--- config.mk ---
export PLATFORM = sky130hd
export DESIGN_NAME = pipe_hazard_tracker
export DESIGN_NICKNAME = d
export VERILOG_FILES = /design/src/rtl/pipe_hazard_tracker.sv
export SDC_FILE = /design/constraint.sdc
export NUM_CORES = 1
export LEC_CHECK = 0
export CAP_MARGIN = 40
export CORE_MARGIN = 4
export CORE_UTILIZATION = 40
export CTS_CLUSTER_SIZE = 40
export DETAILED_ROUTE_END_ITERATION = 6
export PLACE_DENSITY = 0.92
export SYNTH_ARGS = -nofsm -noshare
export SYNTH_HDL_FRONTEND = slang
export SYNTH_SLANG_ARGS = --single-unit
--- constraint.sdc ---
create_clock -name clk -period 7.28 [get_ports clk]
set_input_delay 1.092 -clock clk [delete_from_list [all_inputs] [get_ports clk]]
set_output_delay 1.092 -clock clk [all_outputs]
set_load 0.02 [all_outputs]
--- src/rtl/pipe_hazard_tracker.sv ---
// Tracks destination-register state for the instructions past ID, forwards the youngest
// producer's result to each read port, and flags load-use hazards with a saturating stall count.
module pipe_hazard_tracker #(
  parameter  int DATA_W     = 32,
  parameter  int ADDR_W     = 5,
  parameter  int DEPTH      = 3,
  parameter  int NRD        = 2,
  parameter  int LOAD_READY = 2,
  localparam int SEL_W      = $clog2(DEPTH + 1)
) (
  input  logic                    clk,
  input  logic                    rst,
  input  logic                    hold,
  input  logic                    flush,
  input  logic                    id_valid,
  input  logic                    id_wen,
  input  logic [ADDR_W-1:0]       id_waddr,
  input  logic                    id_is_load,
  input  logic [NRD-1:0]          rd_used,
  input  logic [NRD*ADDR_W-1:0]   rd_addr,
  input  logic [NRD*DATA_W-1:0]   rf_data,
  input  logic [DEPTH*DATA_W-1:0] stage_data,
  output logic [NRD*DATA_W-1:0]   fwd_data,
  output logic [NRD*SEL_W-1:0]    fwd_sel,
  output logic                    load_use_stall,
  output logic [DEPTH-1:0]        slot_valid,
  output logic [15:0]             stall_cnt
);

  logic [DEPTH-1:0]  r_v;
  logic [DEPTH-1:0]  r_wen;
  logic [DEPTH-1:0]  r_ld;
  logic [ADDR_W-1:0] r_addr [DEPTH];
  logic [15:0]       r_stall_cnt;

  logic [NRD*DATA_W-1:0] w_fwd_data;
  logic [NRD*SEL_W-1:0]  w_fwd_sel;
  logic [NRD-1:0]        w_port_ld;
  logic                  w_stall;

  // Scan oldest to youngest so the youngest matching slot is the last one written.
  always_comb begin
    w_fwd_data = rf_data;
    w_fwd_sel  = '0;
    w_port_ld  = '0;
    w_stall    = 1'b0;
    for (int i = 0; i < NRD; i++) begin
      for (int k = DEPTH - 1; k >= 0; k--) begin
        if (r_v[k] && r_wen[k] && rd_used[i] &&
            (rd_addr[i*ADDR_W +: ADDR_W] != '0) &&
            (r_addr[k] == rd_addr[i*ADDR_W +: ADDR_W])) begin
          w_fwd_sel[i*SEL_W +: SEL_W]    = SEL_W'(k + 1);
          w_fwd_data[i*DATA_W +: DATA_W] = stage_data[k*DATA_W +: DATA_W];
          w_port_ld[i]                   = r_ld[k] && (k < LOAD_READY);
        end
      end
      w_stall = w_stall | w_port_ld[i];
    end
  end

  always_ff @(posedge clk) begin
    if (rst) begin
      r_v         <= '0;
      r_wen       <= '0;
      r_ld        <= '0;
      r_stall_cnt <= '0;
      for (int k = 0; k < DEPTH; k++) r_addr[k] <= '0;
    end else if (!hold) begin
      for (int k = 1; k < DEPTH; k++) begin
        r_v[k]    <= r_v[k-1];
        r_wen[k]  <= r_wen[k-1];
        r_ld[k]   <= r_ld[k-1];
        r_addr[k] <= r_addr[k-1];
      end
      // A stalled, flushed or absent ID instruction enters the pipe as a bubble.
      if (flush || w_stall || !id_valid) begin
        r_v[0]    <= 1'b0;
        r_wen[0]  <= 1'b0;
        r_ld[0]   <= 1'b0;
        r_addr[0] <= '0;
      end else begin
        r_v[0]    <= 1'b1;
        r_wen[0]  <= id_wen;
        r_ld[0]   <= id_is_load;
        r_addr[0] <= id_waddr;
      end
      if (w_stall && (r_stall_cnt != 16'hFFFF)) r_stall_cnt <= r_stall_cnt + 16'd1;
    end
  end

  assign fwd_data       = w_fwd_data;
  assign fwd_sel        = w_fwd_sel;
  assign load_use_stall = w_stall;
  assign slot_valid     = r_v;
  assign stall_cnt      = r_stall_cnt;

endmodule

==> run summary <==
Across the routed clock network, the largest skew measured is 1.643 ps. Across the VDD grid, the largest voltage drop is 0.1477 mV. The logs give 329 for the detailed router's first-iteration violation count and 2 for the number of H-tree levels. The detailed-route via count was 5342; the area of all placed cells without fillers was 6960 um2.

The total placed instance area is 6878 um2, and the count of unique library cells instantiated by Yosys is 41. Highest-utilization routing layer at the global route stage: met2. Power spread over the standard cell area amounts to 90.04 nW/um2.

The critical path starts at rd_addr[1]. The run gives 5 as the TritonCTS buffer count. Clock tree synthesis found a total of 39 sinks.

The logs give 66 for the pin count of the biggest net entering global routing and 23.01% for the sequential area share after synthesis. The total overflow left after global routing is 0. In this run the tightest slew margin relative to its limit is 39.00%. Logic depth of the worst register-to-register path: 7. Setup violations remaining at the end of the flow were counted as 0.

Biggest fanout along the worst timing path: 34. The startpoint identified for the worst register-to-register timing path is r_addr[0][3]$_SDFFCE_PN0P_. The logs give 0 ps for the total negative setup slack and 0 for the number of warnings issued by yosys.

The total of cells resized after clock tree synthesis is 0, and the detailed-router iteration count before antenna repair is 6. The post-placement worst setup slack is 1965 ps. Once the clock tree was built, the setup fixing pass inserted 0 buffers. In the routed design, unresolved DRC markers number 0. Global routing used 6.985% of the available met3 tracks. The combined area of all synthesized cells was 4045 um2; the share of post-route cells with drive strength above 1 was 3.012%. The worst reg2reg path endpoint was stall_cnt[11]$_SDFFE_PP0P_. The sum of net half-perimeters after detailed placement was 14.14 mm; the met1 demand-to-capacity share in global routing was 30.20%. The final cell count without fillers was 964; the overall die height was 108.6 um. TritonCTS built the clock tree.

The data arrival time of the critical path was 4210 ps; the share of the synthesized area in the top cell type was 17.32%. Clock latency on the worst-skew pair, taken at its later pin, is 300 ps. The run gives 26.70 mm as the global-route wire length before repair. The tools report the final count of pins violating max slew as 0. For this run, the top clock speed supported by timing is 0.1885 GHz.

The clock-pin slew on the worst setup and hold paths was 70 ps. The detail route stage leaves a number of antenna-violating nets equal to 0. The via count of the first global-routing pass came out at 5309. Setup repair after global routing left no endpoint under its margin.

The number of antenna violations at the first check in global routing came out at 1. By area the synthesized netlist is led by sky130_fd_sc_hd__mux2i_1 (17%), sky130_fd_sc_hd__o21ai_0 (13%), sky130_fd_sc_hd__dfxtp_1 (12%). Pin placement for this block handled 272 I/O pins. Counting every instance in the synthesized netlist gives 583.

Internal reg-to-reg setup slack: 4390 ps. The cell sitting at the root of the clock tree is a sky130_fd_sc_hd__clkbuf_8. After filler insertion, the fill cell instance count of the layout stands at 769. Once placement completed, the tool counted placed cells totaling 955.

In the routed layout, each cell is associated on average with a via count of 5.541. The count of buffers added on input and output ports is 271. Counting I/O delays and the setup requirement, the final critical path takes 5305 ps.

At the worst endpoint, the required time is 6190 ps. Each instance of the synthesized netlist takes up on average 6.938 um2. The flow ran to the end, and the final reports show no timing, DRC or antenna violations. The number of cells traversed by the worst hold path works out to 2.

Global routing consumed, on the met2 layer, 51.72% of the routing resources. The transition at the pin with the smallest max-transition slack was 912.1 ps. Of all cell types, the one taking the most synthesized area is sky130_fd_sc_hd__mux2i_1. In the finished design, the share of the clock period the worst path needs comes to 72.86%. The floorplan has 36 rows. Compared with the post-synthesis result, the final layout area differs by 72.07%. The hold buffer count at cts was 0; the synthesis-stage register bit count was 39. The count of flip-flops with a built-in enable after synthesis is 15.

In this run the static leakage power is 2.351 nW. The final net count is 1014. The logs give 41.20% for the effective utilization at floorplan and 0 for the total of max-cap violations. The logs give 9819 um2 for the core box area and 626.7 uW for the power after layout. The average wire per cell in the routed design is 18.48 um.

The worst setup path is captured at an output pin. The final hold violation count is 0. The async set-reset flop share out of synthesis is 0%, and the global routing usage summed across all routing layers is 28.52%. Once routing completed, OpenROAD measured the worst setup slack at 1975 ps. The die outline width was 108.6 um. The worst setup path is of the input pin to output pin kind. The weighted congestion reported at the end of routability-driven placement was 0.9446; the maximum number of buffers from clock root to sink was 2. In this run the worst setup path terminates at fwd_data[1]. Number of nets produced by synthesis: 768. The predominant post-synthesis flop cell is sky130_fd_sc_hd__dfxtp_1. The total length of routed wires came out at 17.82 mm.

The die covers 11790 um2. By count the netlist is led by sky130_fd_sc_hd__nand2_1 (109), sky130_fd_sc_hd__o21ai_0 (109), sky130_fd_sc_hd__mux2i_1 (70), sky130_fd_sc_hd__nor2_1 (51), sky130_fd_sc_hd__a21oi_1 (42). The kind of launch point of the worst setup path is an input pin.

Class of the worst hold path: flip-flop to flip-flop.
cell type report:
class	instances	area (um2)	area share (%)
multi-input cells	498	2958	42.50
repair buffers	281	2808	40.34
flip-flops and latches	39	930.9	13.37
well taps	133	166.4	2.391
clock buffers	8	80.08	1.150
inverters	4	15.01	0.2157
diodes	1	2.502	0.03595
routing by layer:
metal	wire, um	part of all wire (%)
met1	6190	35
met2	9178	52
met3	1518	8.5
met4	931	5.2
met5	0	0
sequential cells by signal, indices dropped and copies added (netlist names):
| signal | flops |
|---|---|
| slot_valid | 3 |
| r_wen | 3 |
| r_ld | 2 |
| r_addr | 15 |
| stall_cnt | 16 |
placed cells by master (no fill, tap or decap), types with 15 or more instances in the layout:
| master | n |
|---|---|
| sky130_fd_sc_hd__clkdlybuf4s50_1 | 271 |
| sky130_fd_sc_hd__nand2_1 | 109 |
| sky130_fd_sc_hd__o21ai_0 | 109 |
| sky130_fd_sc_hd__mux2i_1 | 70 |
| sky130_fd_sc_hd__nor2_1 | 51 |
| sky130_fd_sc_hd__a21oi_1 | 42 |
| sky130_fd_sc_hd__xnor2_1 | 27 |
| sky130_fd_sc_hd__dfxtp_1 | 24 |
| sky130_fd_sc_hd__and2_1 | 17 |
| sky130_fd_sc_hd__edfxtp_1 | 15 |
metrics by stage:
step           hold slack, ps  utilization, %
6_report                520.9           70.88
4_1_cts                 522.9           70.86
5_1_grt                 547.9           70.88
3_5_place_dp            506.9           70.04
3_3_place_gp            487.1           69.89
2_1_floorplan           486.1               -
logic make-up after synthesis:
group,share of synthesized area [%]
multiplexers,17.60
adder cells (fa/ha/maj),0.3093
AO/OA/AOI/OAI,22.70
XOR/XNOR,6.929
flip-flops,23.01
AND/OR/NAND/NOR,24.87
buffers and inverters,4.578
worst max-delay path, cell delays in order:
cell                              delay (ps)
sky130_fd_sc_hd__clkdlybuf4s50_1         510
sky130_fd_sc_hd__or4_4                   590
sky130_fd_sc_hd__o21ai_2                 220
sky130_fd_sc_hd__nor3_2                   80
sky130_fd_sc_hd__buf_4                   340
sky130_fd_sc_hd__mux2i_1                 200
sky130_fd_sc_hd__nand2_1                 100
sky130_fd_sc_hd__o21ai_0                  80
sky130_fd_sc_hd__o21ai_0                 320
sky130_fd_sc_hd__clkdlybuf4s50_1         690
how the worst min path moves through the flow:
stage,from,endpoint
floorplan,r_wen[2]$_SDFFE_PP0N_,r_wen[2]$_SDFFE_PP0N_
global placement,stall_cnt[14]$_SDFFE_PP0P_,stall_cnt[14]$_SDFFE_PP0P_
detailed placement,stall_cnt[14]$_SDFFE_PP0P_,stall_cnt[14]$_SDFFE_PP0P_
CTS,stall_cnt[14]$_SDFFE_PP0P_,stall_cnt[14]$_SDFFE_PP0P_
global route,stall_cnt[14]$_SDFFE_PP0P_,stall_cnt[14]$_SDFFE_PP0P_
finish,stall_cnt[13]$_SDFFE_PP0P_,stall_cnt[13]$_SDFFE_PP0P_
where the power goes:
| part | internal, mW | total [mW] | switching (mW) |
|---|---|---|---|
| logic | 0.149 | 0.245 | 0.0959 |
| clock network | 0.0681 | 0.142 | 0.0742 |
| registers | 0.233 | 0.240 | 0.00671 |
| total | 0.450 | 0.627 | 0.177 |
No activity file was read; power rests on OpenSTA's default activity.
